==> src/rtl/rf_wb_arbiter_if.sv <==
// Handshake and lookup bundle between the writeback sources, the hazard unit
// and the register-file write-port arbiter.
interface rf_wb_arbiter_if #(
    parameter int DWIDTH = 32
);
    logic              s0_valid_i;
    logic [4:0]        s0_rd_i;
    logic [DWIDTH-1:0] s0_data_i;
    logic              s1_valid_i;
    logic              s1_ready_o;
    logic [4:0]        s1_rd_i;
    logic [DWIDTH-1:0] s1_data_i;
    logic [4:0]        rs1_i;
    logic [4:0]        rs2_i;
    logic              rs1_pending_o;
    logic              rs2_pending_o;
    logic              stall_o;
    logic              rf_wren_o;
    logic [4:0]        rf_rd_o;
    logic [DWIDTH-1:0] rf_data_o;

    modport slave (
        input  s0_valid_i, s0_rd_i, s0_data_i,
        input  s1_valid_i, s1_rd_i, s1_data_i,
        input  rs1_i, rs2_i,
        output s1_ready_o, rs1_pending_o, rs2_pending_o, stall_o,
        output rf_wren_o, rf_rd_o, rf_data_o
    );

    modport master (
        output s0_valid_i, s0_rd_i, s0_data_i,
        output s1_valid_i, s1_rd_i, s1_data_i,
        output rs1_i, rs2_i,
        input  s1_ready_o, rs1_pending_o, rs2_pending_o, stall_o,
        input  rf_wren_o, rf_rd_o, rf_data_o
    );
endinterface

==> src/rtl/rf_wb_arbiter.sv <==
// Register-file write-port arbiter: pipeline writeback always wins, long-latency
// results queue in a small FIFO with WAW squash, pending lookup and anti-starvation.
module rf_wb_arbiter #(
    parameter int DWIDTH       = 32,
    parameter int FIFO_DEPTH   = 2,
    parameter int STARVE_LIMIT = 8
) (
    input  logic               clk,
    input  logic               rst,
    rf_wb_arbiter_if.slave     bus
);
    localparam int PW = (FIFO_DEPTH > 1) ? $clog2(FIFO_DEPTH) : 1;
    localparam int CW = $clog2(FIFO_DEPTH + 1);

    typedef enum logic [1:0] {S_IDLE, S_COUNT, S_BUBBLE} state_t;

    logic [FIFO_DEPTH-1:0]             r_vld;
    logic [FIFO_DEPTH-1:0]             r_sq;
    logic [FIFO_DEPTH-1:0][4:0]        r_rd;
    logic [FIFO_DEPTH-1:0][DWIDTH-1:0] r_data;
    logic [PW-1:0]                     r_head, r_tail;
    logic [CW-1:0]                     r_count;

    logic              r_wren, r_out_s1;
    logic [4:0]        r_out_rd;
    logic [DWIDTH-1:0] r_out_data;

    state_t     r_state, w_state_nxt;
    logic [7:0] r_starve, w_starve_nxt, w_starve_inc;

    logic w_full, w_empty, w_hs, w_enq, w_s0_live, w_pop, w_block;
    logic w_p1, w_p2;

    function automatic logic [PW-1:0] ptr_inc(input logic [PW-1:0] p);
        return (p == PW'(FIFO_DEPTH - 1)) ? '0 : p + PW'(1);
    endfunction

    assign w_full    = (r_count == CW'(FIFO_DEPTH));
    assign w_empty   = (r_count == '0);
    // Ready depends only on the registered count; held low while in reset.
    assign bus.s1_ready_o = rst & ~w_full;
    assign w_hs      = bus.s1_valid_i & bus.s1_ready_o;
    assign w_enq     = w_hs & (bus.s1_rd_i != 5'd0);
    assign w_s0_live = bus.s0_valid_i & (bus.s0_rd_i != 5'd0);
    assign w_pop     = ~bus.s0_valid_i & ~w_empty;
    assign w_block   = bus.s0_valid_i & ~w_empty;

    always_ff @(posedge clk or negedge rst) begin
        if (!rst) begin
            r_vld   <= '0;
            r_sq    <= '0;
            r_rd    <= '0;
            r_data  <= '0;
            r_head  <= '0;
            r_tail  <= '0;
            r_count <= '0;
        end else begin
            // Source 0 is younger than any queued write to the same rd.
            for (int i = 0; i < FIFO_DEPTH; i++) begin
                if (w_s0_live && r_vld[i] && (r_rd[i] == bus.s0_rd_i))
                    r_sq[i] <= 1'b1;
            end
            if (w_pop) begin
                r_vld[r_head] <= 1'b0;
                r_head        <= ptr_inc(r_head);
            end
            if (w_enq) begin
                r_vld[r_tail]  <= 1'b1;
                r_sq[r_tail]   <= w_s0_live && (bus.s1_rd_i == bus.s0_rd_i);
                r_rd[r_tail]   <= bus.s1_rd_i;
                r_data[r_tail] <= bus.s1_data_i;
                r_tail         <= ptr_inc(r_tail);
            end
            case ({w_enq, w_pop})
                2'b10:   r_count <= r_count + CW'(1);
                2'b01:   r_count <= r_count - CW'(1);
                default: r_count <= r_count;
            endcase
        end
    end

    always_ff @(posedge clk or negedge rst) begin
        if (!rst) begin
            r_wren     <= 1'b0;
            r_out_s1   <= 1'b0;
            r_out_rd   <= '0;
            r_out_data <= '0;
        end else if (bus.s0_valid_i) begin
            r_wren     <= bus.s0_rd_i != 5'd0;
            r_out_s1   <= 1'b0;
            r_out_rd   <= bus.s0_rd_i;
            r_out_data <= bus.s0_data_i;
        end else if (w_pop) begin
            r_wren     <= ~r_sq[r_head];
            r_out_s1   <= 1'b1;
            r_out_rd   <= r_rd[r_head];
            r_out_data <= r_data[r_head];
        end else begin
            r_wren   <= 1'b0;
            r_out_s1 <= 1'b0;
        end
    end

    assign bus.rf_wren_o = r_wren;
    assign bus.rf_rd_o   = r_out_rd;
    assign bus.rf_data_o = r_out_data;

    always_comb begin
        w_p1 = 1'b0;
        w_p2 = 1'b0;
        for (int i = 0; i < FIFO_DEPTH; i++) begin
            if (r_vld[i] && !r_sq[i] && (r_rd[i] == bus.rs1_i)) w_p1 = 1'b1;
            if (r_vld[i] && !r_sq[i] && (r_rd[i] == bus.rs2_i)) w_p2 = 1'b1;
        end
        if (r_wren && r_out_s1 && (r_out_rd == bus.rs1_i)) w_p1 = 1'b1;
        if (r_wren && r_out_s1 && (r_out_rd == bus.rs2_i)) w_p2 = 1'b1;
    end

    assign bus.rs1_pending_o = w_p1 & (bus.rs1_i != 5'd0);
    assign bus.rs2_pending_o = w_p2 & (bus.rs2_i != 5'd0);

    always_ff @(posedge clk or negedge rst) begin
        if (!rst) begin
            r_state  <= S_IDLE;
            r_starve <= '0;
        end else begin
            r_state  <= w_state_nxt;
            r_starve <= w_starve_nxt;
        end
    end

    assign w_starve_inc = r_starve + 8'd1;

    always_comb begin
        w_state_nxt  = r_state;
        w_starve_nxt = r_starve;
        case (r_state)
            S_IDLE: begin
                if (w_block) begin
                    w_state_nxt  = S_COUNT;
                    w_starve_nxt = 8'd1;
                end
            end
            S_COUNT: begin
                if (w_pop) begin
                    w_state_nxt  = S_IDLE;
                    w_starve_nxt = '0;
                end else if (w_block) begin
                    w_starve_nxt = w_starve_inc;
                    if (w_starve_inc >= 8'(STARVE_LIMIT)) w_state_nxt = S_BUBBLE;
                end
            end
            default: begin
                w_state_nxt  = S_IDLE;
                w_starve_nxt = '0;
            end
        endcase
    end

    assign bus.stall_o = (r_state == S_BUBBLE);
endmodule

==> src/flat_wrapper.sv <==
// flat-port wrapper written by rule: the top's interface ports become plain ports
module rf_wb_arbiter_flat 
#(
    parameter int DWIDTH       = 32,
    parameter int FIFO_DEPTH   = 2,
    parameter int STARVE_LIMIT = 8
)
  (clk, rst, bus_s0_valid_i, bus_s0_rd_i, bus_s0_data_i, bus_s1_valid_i, bus_s1_rd_i, bus_s1_data_i, bus_rs1_i, bus_rs2_i, bus_s1_ready_o, bus_rs1_pending_o, bus_rs2_pending_o, bus_stall_o, bus_rf_wren_o, bus_rf_rd_o, bus_rf_data_o);
  rf_wb_arbiter_if #(.DWIDTH(DWIDTH)) bus_i ();
  input  logic clk;
  input  logic rst;
  input wire logic [$bits(bus_i.s0_valid_i)-1:0] bus_s0_valid_i;
  input wire logic [$bits(bus_i.s0_rd_i)-1:0] bus_s0_rd_i;
  input wire logic [$bits(bus_i.s0_data_i)-1:0] bus_s0_data_i;
  input wire logic [$bits(bus_i.s1_valid_i)-1:0] bus_s1_valid_i;
  input wire logic [$bits(bus_i.s1_rd_i)-1:0] bus_s1_rd_i;
  input wire logic [$bits(bus_i.s1_data_i)-1:0] bus_s1_data_i;
  input wire logic [$bits(bus_i.rs1_i)-1:0] bus_rs1_i;
  input wire logic [$bits(bus_i.rs2_i)-1:0] bus_rs2_i;
  output wire logic [$bits(bus_i.s1_ready_o)-1:0] bus_s1_ready_o;
  output wire logic [$bits(bus_i.rs1_pending_o)-1:0] bus_rs1_pending_o;
  output wire logic [$bits(bus_i.rs2_pending_o)-1:0] bus_rs2_pending_o;
  output wire logic [$bits(bus_i.stall_o)-1:0] bus_stall_o;
  output wire logic [$bits(bus_i.rf_wren_o)-1:0] bus_rf_wren_o;
  output wire logic [$bits(bus_i.rf_rd_o)-1:0] bus_rf_rd_o;
  output wire logic [$bits(bus_i.rf_data_o)-1:0] bus_rf_data_o;
  assign bus_i.s0_valid_i = bus_s0_valid_i;
  assign bus_i.s0_rd_i = bus_s0_rd_i;
  assign bus_i.s0_data_i = bus_s0_data_i;
  assign bus_i.s1_valid_i = bus_s1_valid_i;
  assign bus_i.s1_rd_i = bus_s1_rd_i;
  assign bus_i.s1_data_i = bus_s1_data_i;
  assign bus_i.rs1_i = bus_rs1_i;
  assign bus_i.rs2_i = bus_rs2_i;
  assign bus_s1_ready_o = bus_i.s1_ready_o;
  assign bus_rs1_pending_o = bus_i.rs1_pending_o;
  assign bus_rs2_pending_o = bus_i.rs2_pending_o;
  assign bus_stall_o = bus_i.stall_o;
  assign bus_rf_wren_o = bus_i.rf_wren_o;
  assign bus_rf_rd_o = bus_i.rf_rd_o;
  assign bus_rf_data_o = bus_i.rf_data_o;
  rf_wb_arbiter #(.DWIDTH(DWIDTH), .FIFO_DEPTH(FIFO_DEPTH), .STARVE_LIMIT(STARVE_LIMIT)) u_core (.clk(clk), .rst(rst), .bus(bus_i));
endmodule
==> config.mk <==
export PLATFORM = sky130hd
export DESIGN_NAME = rf_wb_arbiter_flat
export DESIGN_NICKNAME = d
export VERILOG_FILES = /design/src/rtl/rf_wb_arbiter_if.sv /design/src/rtl/rf_wb_arbiter.sv /design/src/flat_wrapper.sv
export SDC_FILE = /design/constraint.sdc
export NUM_CORES = 1
export LEC_CHECK = 0
export ABC_AREA = 0
export CORE_MARGIN = 2
export CORE_UTILIZATION = 45
export DETAILED_ROUTE_END_ITERATION = 7
export PLACE_DENSITY = 0.71
export SLEW_MARGIN = 10
export SYNTH_ARGS = -nofsm -noshare
export SYNTH_HDL_FRONTEND = slang
export SYNTH_SLANG_ARGS = --single-unit
==> constraint.sdc <==
create_clock -name clk -period 2.4 [get_ports clk]
set_clock_uncertainty 0.1 [all_clocks]
set_input_delay 0.6 -clock clk [delete_from_list [all_inputs] [get_ports clk]]
set_output_delay 0.6 -clock clk [all_outputs]
set_load 0.05 [all_outputs]
==> impl_results.md <==
- CTS Root Cell: clkbuf_16
- H-tree depth: 4
- Crit-path cells: clkdlybuf4s15_1, buf_6, xor2_1, nor4_1, nand4_1, a31oi_4, buf_12
- # fillers: 1074
- Post-synthesis sequential area ratio: 50.74%
- Period utilization: 111.9%
- Int Power: 7.150 mW
- Pin count of the biggest net entering global routing: 127
- Worst Setup Path Type: in -> out
- CTS sink count: 131
- CP arrival: 1.99 ns
- Starting Density: 46.37%
- Min Clock Period, post-route: 2.686 ns
- Post-synth EDFFs: 0
- Die footprint: 15330 sq um
- Final WS setup: -0.2857 ns
- Routed WL: 16.62 mm
- Final Instance Area: 8945 sq um
- Maximum VDD drop: 0.8674 mV
- Unrepaired setup endpoints after global routing: true
- Post-Syn Area: 6461 sq um
- Syn Area/Cell: 11.71 sq um
- Initial antenna violation count: 0
- CTS Buffer Depth: 2
- MaxCap Viol Count: 0
- Slowest cell on the critical path: nor4_1
- Synth unique cells: 47
- Switching share of power: 38.70%
- Slew @ Worst Pin: 0.6883 ns
- GRT Util Overall: 23.09%
- CTS tree: built
- Antenna cells: 0
- Pleak: 3.809 nW
- Port buffer count: 129
- Vias per cell: 5.401
- Syn Nets: 642
- Placed cell areas: 8278 sq um
- Failing checks: negative setup slack
- Die width: 123.8 um
- Worst rel slew slack: 54.12%
- GR Overflow Total: 0
- Ys async rst share: 100.0%
- CTS Buf Count: 17
- Largest stage delay, worst path: 0.28 ns
- Area growth, synth to finish: 38.44%
- Clk_lat worst skew: 0.42 ns
- Post-route ant nets: 0
- Synth Instances: 552
- YS warnings: 0
- Fin. max-slew vios: 0
- Final setup viols: 2
- Hold Crit Class: in -> async
- Status: finished, violations left
- I/O Pins: 130
- Worst hold slack: 0.2046 ns
- Drt wl/cell: 18.37 um
- # nets final: 802
- Crit path launch type: input port
- Crit path buf inv count: 3
- Sequential share of power: 34.7%
- First-pass GRT wire length: 26.81 mm
- Initial drt markers: 315
- Max Fclk: 0.3723 GHz
- Combinational share of power: 43.7%
- Routed via count: 4888
- WP data required: 1.70 ns
- PwrDens: 1304 nW/um^2
- Residual DRC: 0
- Hold Vio Cnt, Final: 0
- Die Span Y: 123.8 um
- First-pass iteration count of the detailed router: 4
- RePlAce Congestion: 0.9421
- CP Capture Type: output port
- Setup TNS: -0.5022 ns
- CORE AREA: 13930 sq um
- Pre-CTS setup slack: -0.5523 ns
- Most common cell after layout, fill and taps aside: dfrtp_1
- Worst-path clk slew: 0.06 ns
- HPWL Detailed: 11.26 mm
- Layout Cells excl Fill: 905
- Top cell family by delay on the critical path: buffers and inverters
- Ys flop type: dfrtp_1
- Most frequent cells in the layout: dfrtp_1 (126), clkdlybuf4s50_1 (108), a21oi_1 (42), nand2_1 (40), mux2_4 (38)
- Vias in the first global route: 5228
- Net Sw Power: 4.514 mW
- Yosys reg bits: 131
- Row count: 43
- Crit-path max FO: 3
- Placed Cells: 870
- Clock share of power: 21.6%
- Layout cells sized above 1: 25.66%
cells by family after synthesis:
kind of cell	Yosys count	share of synthesized area (%)
buf+inv	35	2.769
fa+ha+maj	2	0.3872
compound gates	100	9.257
simple gates	135	11.10
flops	131	50.74
xor+xnor	50	6.778
mux	99	18.98
timing repair:
action / CTS / global route
setup endpoints to repair: 7 / 2
hold endpoints to repair: 5 / 0
gates resized for setup: 35 / 5
setup buffers: 2 / 0
pin swaps: 13 / 4
hold buffers: 1 / 0
worst paths after layout:
| check | from | endpoint | slack [ns] | cells after the start |
|---|---|---|---|---|
| max | bus_rs1_i[3] | bus_rs1_pending_o | -0.29 | 7 |
| min | rst | u_core.r_count[1] | 0.20 | 2 |
| max reg2reg | u_core.r_count[0] | u_core.r_rd[8] | 0.48 | 5 |
| min reg2reg | u_core.r_data[42] | u_core.bus.rf_data_o[10] | 0.40 | 2 |
| max in group asynchronous | rst | u_core.r_rd[3] | 1.42 | 2 |
| min in group clk | u_core.r_data[42] | u_core.bus.rf_data_o[10] | 0.40 | 2 |
power groups by stage:
stage / registers, mW / logic, mW / clock network [mW]
6_report: 4.05 / 5.10 / 2.51
5_1_grt: 4.17 / 5.47 / 2.66
4_1_cts: 4.03 / 5.12 / 2.55
3_5_place_dp: 4.03 / 5.05 / 0
3_3_place_gp: 3.98 / 4.93 / 0
2_1_floorplan: 4.73 / 2.62 / 0
stage by stage:
stage               power [mW]  utilization [%]
global route             12.30            64.19
global placement         8.911            59.41
CTS                      11.70            64.06
detailed placement       9.074            59.41
finish                   11.66            64.19
floorplan                7.343                -
metal layers:
layer  vias up  GRT usage [%]  share of wire, %
met5         -              0                 0
met4         0          7.741               1.6
met3        24          7.326               6.2
met2       153          36.78                48
met1      2422          29.90                44
li1       2289              -                 -
synthesized netlist by cell type (all sizes together) (4+ instances only):
library cell / n / share of area (%)
dfrtp: 131 / 51
mux2: 74 / 15
a21oi: 43 / 3.3
nand2: 40 / 2.3
nor2: 29 / 1.9
xnor2: 29 / 3.9
mux2i: 25 / 3.9
clkbuf: 22 / 1.3
o21ai: 22 / 1.7
nor3b: 21 / 2.4
xor2: 21 / 2.8
a22oi: 20 / 2.3
buf: 11 / 1.4
nand4: 9 / 0.87
or4: 6 / 0.76
nand3: 5 / 0.39
nand2b: 4 / 0.39
nor3: 4 / 0.31
nor4: 4 / 0.39
or2: 4 / 0.39
state kept, by name (all words and copies together) (netlist names), 2 cells and up:
signal,flops
u_core.r_count,2
u_core.r_vld,2
u_core.r_data,64
u_core.r_starve,8
u_core.r_sq,2
u_core.bus.rf_rd_o,5
u_core.r_rd,10
u_core.bus.rf_data_o,32
u_core.r_state,2
area by class of cell:
cell class / count / area, sq um / share of cell area (%)
repair buffers: 174 / 1737 / 19.42
flip-flops and latches: 131 / 3284 / 36.72
inverters: 2 / 7.507 / 0.08393
multi-input cells: 386 / 3113 / 34.80
clock inverters: 13 / 125.1 / 1.399
clock buffers: 19 / 452.9 / 5.064
well taps: 180 / 225.2 / 2.518
Power figures use the tool's default switching activity.
